[src/rtl/snn_axil_cfg_master.sv]
// rtl/snn_axil_cfg_master.sv - AXI4-Lite initiator driven by a command/response stream (optional watchdog: SNN_AXIL_MASTER_TIMEOUT_EN)
module snn_axil_cfg_master #(
    parameter int ADDR_WIDTH     = 16,
    parameter int DATA_WIDTH     = 32,
    parameter int TIMEOUT_CYCLES = 1024
) (
    input  logic                    clk,
    input  logic                    rst,
    input  logic                    cmd_valid,
    output logic                    cmd_ready,
    input  logic                    cmd_write,
    input  logic [ADDR_WIDTH-1:0]   cmd_addr,
    input  logic [DATA_WIDTH-1:0]   cmd_wdata,
    input  logic [DATA_WIDTH/8-1:0] cmd_wstrb,
    output logic                    rsp_valid,
    input  logic                    rsp_ready,
    output logic                    rsp_write,
    output logic [DATA_WIDTH-1:0]   rsp_rdata,
    output logic [1:0]              rsp_resp,
    output logic [ADDR_WIDTH-1:0]   M_AXI_AWADDR,
    output logic                    M_AXI_AWVALID,
    input  logic                    M_AXI_AWREADY,
    output logic [DATA_WIDTH-1:0]   M_AXI_WDATA,
    output logic [DATA_WIDTH/8-1:0] M_AXI_WSTRB,
    output logic                    M_AXI_WVALID,
    input  logic                    M_AXI_WREADY,
    input  logic [1:0]              M_AXI_BRESP,
    input  logic                    M_AXI_BVALID,
    output logic                    M_AXI_BREADY,
    output logic [ADDR_WIDTH-1:0]   M_AXI_ARADDR,
    output logic                    M_AXI_ARVALID,
    input  logic                    M_AXI_ARREADY,
    input  logic [DATA_WIDTH-1:0]   M_AXI_RDATA,
    input  logic [1:0]              M_AXI_RRESP,
    input  logic                    M_AXI_RVALID,
    output logic                    M_AXI_RREADY,
    output logic                    err_timeout
);

    typedef enum logic [2:0] {
        IDLE  = 3'd0,
        WR    = 3'd1,
        WR_B  = 3'd2,
        RD_AR = 3'd3,
        RD_R  = 3'd4,
        RSP   = 3'd5
    } state_t;

    state_t state;
    logic   aw_done;
    logic   w_done;

    // Handshake qualifiers; all of them are gated by registered VALID/READY outputs
    logic aw_fire, w_fire, b_fire, ar_fire, r_fire, rsp_fire, cmd_fire;
    assign aw_fire  = M_AXI_AWVALID & M_AXI_AWREADY;
    assign w_fire   = M_AXI_WVALID  & M_AXI_WREADY;
    assign b_fire   = M_AXI_BREADY  & M_AXI_BVALID;
    assign ar_fire  = M_AXI_ARVALID & M_AXI_ARREADY;
    assign r_fire   = M_AXI_RREADY  & M_AXI_RVALID;
    assign rsp_fire = rsp_valid & rsp_ready;
    assign cmd_fire = cmd_valid & cmd_ready;

    // Transaction sequencer with every output registered
    always_ff @(posedge clk) begin
        if (rst) begin
            state         <= IDLE;
            aw_done       <= 1'b0;
            w_done        <= 1'b0;
            cmd_ready     <= 1'b0;
            rsp_valid     <= 1'b0;
            rsp_write     <= 1'b0;
            rsp_rdata     <= '0;
            rsp_resp      <= 2'b00;
            M_AXI_AWADDR  <= '0;
            M_AXI_AWVALID <= 1'b0;
            M_AXI_WDATA   <= '0;
            M_AXI_WSTRB   <= '0;
            M_AXI_WVALID  <= 1'b0;
            M_AXI_BREADY  <= 1'b0;
            M_AXI_ARADDR  <= '0;
            M_AXI_ARVALID <= 1'b0;
            M_AXI_RREADY  <= 1'b0;
        end else begin
            case (state)
                IDLE: begin
                    if (cmd_fire) begin
                        cmd_ready <= 1'b0;
                        rsp_write <= cmd_write;
                        aw_done   <= 1'b0;
                        w_done    <= 1'b0;
                        if (cmd_write) begin
                            M_AXI_AWADDR  <= cmd_addr;
                            M_AXI_WDATA   <= cmd_wdata;
                            M_AXI_WSTRB   <= cmd_wstrb;
                            M_AXI_AWVALID <= 1'b1;
                            M_AXI_WVALID  <= 1'b1;
                            state         <= WR;
                        end else begin
                            M_AXI_ARADDR  <= cmd_addr;
                            M_AXI_ARVALID <= 1'b1;
                            state         <= RD_AR;
                        end
                    end else begin
                        cmd_ready <= 1'b1;
                    end
                end
                WR: begin
                    if (aw_fire) begin
                        M_AXI_AWVALID <= 1'b0;
                        aw_done       <= 1'b1;
                    end
                    if (w_fire) begin
                        M_AXI_WVALID <= 1'b0;
                        w_done       <= 1'b1;
                    end
                    if ((aw_done | aw_fire) && (w_done | w_fire)) begin
                        M_AXI_BREADY <= 1'b1;
                        state        <= WR_B;
                    end
                end
                WR_B: begin
                    if (b_fire) begin
                        M_AXI_BREADY <= 1'b0;
                        rsp_resp     <= M_AXI_BRESP;
                        rsp_rdata    <= '0;
                        rsp_valid    <= 1'b1;
                        state        <= RSP;
                    end
                end
                RD_AR: begin
                    if (ar_fire) begin
                        M_AXI_ARVALID <= 1'b0;
                        M_AXI_RREADY  <= 1'b1;
                        state         <= RD_R;
                    end
                end
                RD_R: begin
                    if (r_fire) begin
                        M_AXI_RREADY <= 1'b0;
                        rsp_rdata    <= M_AXI_RDATA;
                        rsp_resp     <= M_AXI_RRESP;
                        rsp_valid    <= 1'b1;
                        state        <= RSP;
                    end
                end
                RSP: begin
                    if (rsp_fire) begin
                        rsp_valid <= 1'b0;
                        cmd_ready <= 1'b1;
                        state     <= IDLE;
                    end
                end
                default: begin
                    state <= IDLE;
                end
            endcase
        end
    end

`ifdef SNN_AXIL_MASTER_TIMEOUT_EN
    localparam logic [15:0] TIMEOUT_LIMIT = 16'(TIMEOUT_CYCLES);

    state_t      wdog_state;
    logic [15:0] wdog_count;
    logic [15:0] wdog_next;
    logic        in_wait;

    // Cycles spent in the current wait state, including this one; restarts on every state entry
    always_comb begin
        in_wait = (state == WR) || (state == WR_B) || (state == RD_AR) || (state == RD_R);
        if (state != wdog_state) begin
            wdog_next = 16'd1;
        end else if (wdog_count == 16'hFFFF) begin
            wdog_next = wdog_count;
        end else begin
            wdog_next = wdog_count + 16'd1;
        end
    end

    // Sticky watchdog flag; the transaction itself keeps waiting so VALID is never withdrawn
    always_ff @(posedge clk) begin
        if (rst) begin
            wdog_state  <= IDLE;
            wdog_count  <= 16'd0;
            err_timeout <= 1'b0;
        end else begin
            wdog_state <= state;
            if (in_wait) begin
                wdog_count <= wdog_next;
                if (wdog_next >= TIMEOUT_LIMIT) begin
                    err_timeout <= 1'b1;
                end
            end else begin
                wdog_count <= 16'd0;
            end
        end
    end
`else
    // No watchdog built; the parameter is only referenced to keep the interface uniform
    assign err_timeout = 1'b0 & (TIMEOUT_CYCLES < 0);
`endif

endmodule

[config.mk]
export PLATFORM = sky130hd
export DESIGN_NAME = snn_axil_cfg_master
export DESIGN_NICKNAME = d
export VERILOG_FILES = /design/src/rtl/snn_axil_cfg_master.sv
export SDC_FILE = /design/constraint.sdc
export NUM_CORES = 1
export LEC_CHECK = 0
export BUFFER_PORTS_ARGS = -buffer_cell sky130_fd_sc_hd__buf_4
export CAP_MARGIN = 0
export CORE_ASPECT_RATIO = 2
export CORE_MARGIN = 3
export CORE_UTILIZATION = 49
export DETAILED_ROUTE_END_ITERATION = 10
export PLACE_DENSITY_LB_ADDON = 0.2
export SYNTH_ARGS = -nofsm -noshare
export SYNTH_HDL_FRONTEND = slang
export SYNTH_SLANG_ARGS = --single-unit
[constraint.sdc]
create_clock -name clk -period 3.6 [get_ports clk]
set_input_delay 0.36 -clock clk [delete_from_list [all_inputs] [get_ports clk]]
set_output_delay 0.36 -clock clk [all_outputs]
set_load 0.005 [all_outputs]
==> summary.log <==
[status] run status complete, no violations
[route] Initial DRC Count 219
[sta] maximum clock rate 426 MHz
[place] final estimated routing congestion in global placement 0.825
[route] vias 4355
[cts] Max Root-Sink Buffers 2
[job] Max-Cap Viols 0
[global_routing] number of global-route vias before repair 4296
[synth] most instantiated flip-flop cell in the synthesis netlist sky130_fd_sc_hd__dfxtp_1
[finish] Antenna Cells 0
[floorplanning] number of primary I/O pins 209
[floorplanning] starting density of the core 51.1%
[cts] level count of the clock H-tree 4
[power] largest vdd supply drop 0.527 mV
[worst_setup_path] data arrival time of the critical path 2.57 ns
[sta] post-route setup slack 1.25 ns
[finish] number of fill cells 635
[cts] CTS sink count 115
[synth] register area share after synthesis 53.6%
[synth] Gate Count Post-Synth 533
[global_routing] global routing usage summed across all routing layers 26.2%
[power] power density cells 586 nW/µm²
[floorplanning] die boundary height 138 µm
[sta] number of hold-slack violations in the final timing report 0
[power] leak pwr 2.62 nW
[sta] worst hold slack across all endpoints 0.207 ns
[worst_setup_path] endpoint kind of the worst setup timing path flop
[synth] number of synthesized flops with an enable pin 0
[synth] Yosys cell types 37
[sta] Slew Limit Headroom 22.3%
[synth] synthesized area 4300 µm²
[floorplanning] area of the placeable core 8410 µm²
[route] number of nets still failing antenna checks after routing 0
[synth] Mapped Avg Cell Area 8.07 µm²
[route] post-detailed-route DRC marker count 0
[finish] core utilization of the finished layout 75.2%
[worst_setup_path] startpoint class of the critical path flop
[cts] clock latency on the worst-skew pair 0.40 ns
[finish] post-synthesis to final-layout area growth 47.0%
[sta] share of the clock period used by the worst path after layout 65.2%
[global_routing] total congestion overflow after global routing 0
[cts] hold buffer count at cts 0
[floorplanning] Die Footprint 10000 µm²
[sta] Worst-Margin Slew 1.17 ns
[place] dpl cells 798
[floorplanning] width of the die 72.2 µm
[cts] TritonCTS clock tree done
[route] drt pass-1 iters 5
[floorplanning] floorplan row count 47
[synth] synthesized flop and latch total 115
[global_routing] number of antenna violations at the first check in global routing 0
[route] detailed-route wire length 13200 µm
[synth] async set-or-reset flop fraction in the synthesized netlist 0%
[worst_setup_path] worst setup path start state[0]
[sta] setup repair after global routing missed its margin false
[worst_setup_path] Data required, critical path 3.83 ns
[place] Setup WS pre-CTS 1.27 ns
[finish] Final Non-Filler Cells 827
[worst_setup_path] Crit Reg-Reg Startpoint state[0]
[sta] aggregate negative setup slack 0 ns
[cts] Setup Fix Bufs, Post-CTS 0
[worst_setup_path] start-to-end type of the worst setup path reg -> reg
[route] vias per inst 5.27
[global_routing] global-route wire length before repair 20600 µm
[route] wire per inst 15.9 µm
[finish] NumNets Final 817
[global_routing] pin count of the biggest net entering global routing 116
[sta] max-slew violation count 0
[worst_hold_path] origin of the worst min-delay path cmd_wstrb[2]
[cts] CTS root buffer sky130_fd_sc_hd__clkbuf_16
[sta] Setup-failing EPs final 0
[worst_hold_path] min-delay worst type in -> reg
[cts] register clock-pin slew on the reported worst setup and hold paths 0.05 ns
[synth] Net Count, Synth 631
[place] IO buf count 207
[worst_setup_path] maximum fanout along the worst path 52
[cts] post-cts repair resize count 0
[place] placed wire-length estimate 9180 µm
[finish] share of cells above drive strength 1 33.3%
[cts] number of buffers created by CTS 17
[synth] Yosys warning total 0
[sta] final worst path period need 2.35 ns
[sta] final clock skew 0.00708 ns
area by class of cell:
class	instances	area, µm²	share of cell area [%]
sequential	115	2300	36.4
multi-input combinational	375	1760	27.9
inverter	1	3.75	0.0594
clock inverter	6	80.1	1.27
clock buffer	23	478	7.56
timing repair buffer	209	1570	24.8
tap	98	123	1.94
flip-flops by register name, summed over array words and instances (netlist names), 2 cells and up:
name / cells
M_AXI_WDATA: 32
rsp_rdata: 32
M_AXI_ARADDR: 16
M_AXI_AWADDR: 16
M_AXI_WSTRB: 4
state: 3
rsp_resp: 2
synth_stat cells, types with 2 or more instances:
cell type,instances,area (µm²)
sky130_fd_sc_hd__nor3b_1,2,15.0
sky130_fd_sc_hd__buf_6,4,45.0
sky130_fd_sc_hd__nand2_1,177,664
sky130_fd_sc_hd__dfxtp_1,115,2300
sky130_fd_sc_hd__nand3_1,35,175
sky130_fd_sc_hd__buf_4,8,60.1
sky130_fd_sc_hd__a31oi_1,2,12.5
sky130_fd_sc_hd__mux2i_1,2,20.0
sky130_fd_sc_hd__nor3_1,5,25.0
sky130_fd_sc_hd__buf_2,13,65.1
sky130_fd_sc_hd__clkbuf_1,16,60.1
sky130_fd_sc_hd__a211oi_1,2,15.0
sky130_fd_sc_hd__a21oi_1,112,561
sky130_fd_sc_hd__nor2_1,13,48.8
sky130_fd_sc_hd__a21o_1,2,15.0
sky130_fd_sc_hd__nand4_1,2,12.5
sky130_fd_sc_hd__a32oi_1,3,26.3
where the power goes:
group,internal [W],leakage [nW],total (W),switching [W]
registers,0.00138,0.930,0.00149,0.000110
logic,0.000302,1.41,0.000638,0.000336
clock network,0.00105,0.279,0.00158,0.000522
total,0.00273,2.62,0.00370,0.000968
worst max-delay path, cell delays in order, from the launching register on:
cell	delay, ns
sky130_fd_sc_hd__dfxtp_1	0.50
sky130_fd_sc_hd__and4bb_2	0.43
sky130_fd_sc_hd__nand3_2	0.78
sky130_fd_sc_hd__nand2_1	0.35
sky130_fd_sc_hd__a21oi_1	0.10
routing by layer:
layer	track usage [%]	routed length, µm
met4	14.3	562
met1	26.1	4460
met3	8.87	1120
met5	0	0
met2	46.1	7020
worst paths after layout:
kind	slack (ns)	end	cells past startpoint
setup reg to reg	1.25	M_AXI_AWADDR[14]	4
setup / recovery	1.25	M_AXI_AWADDR[14]	4
hold reg to reg	0.45	rsp_rdata[22]	2
hold / removal	0.21	M_AXI_WSTRB[2]	3
cells in the final DEF, fill, tap and decap left out, types with 3 or more instances in the layout:
cell                        netlist  final
sky130_fd_sc_hd__nand3_1         35     34
sky130_fd_sc_hd__clkbuf_8         0      3
sky130_fd_sc_hd__a21oi_1        112    112
sky130_fd_sc_hd__nand2_1        177    177
sky130_fd_sc_hd__dfxtp_1        115    115
sky130_fd_sc_hd__buf_4            8    209
sky130_fd_sc_hd__clkinv_2         0      4
sky130_fd_sc_hd__clkbuf_16        0     17
sky130_fd_sc_hd__nor2_1          13     13
sky130_fd_sc_hd__a32oi_1          3      3
sky130_fd_sc_hd__clkbuf_1        16      3
sky130_fd_sc_hd__nor3_1           5      5
kinds of logic after synthesis:
logic type	after synthesis	synth area share, %
buffers and inverters	43	5.56
DFF	115	53.6
muxes	2	0.466
AOI/OAI and AO/OA	126	15.8
and+or+nand+nor	246	24.6
other	1	0.0872
stage by stage:
step                      power [W]  instance area (µm²)
after floorplan             0.00186                 4300
after global placement      0.00213                 5760
after detailed placement    0.00214                 5760
after CTS                   0.00372                 6320
after global routing        0.00386                 6320
final                       0.00370                 6320
No activity file was read; power rests on OpenSTA's default activity.
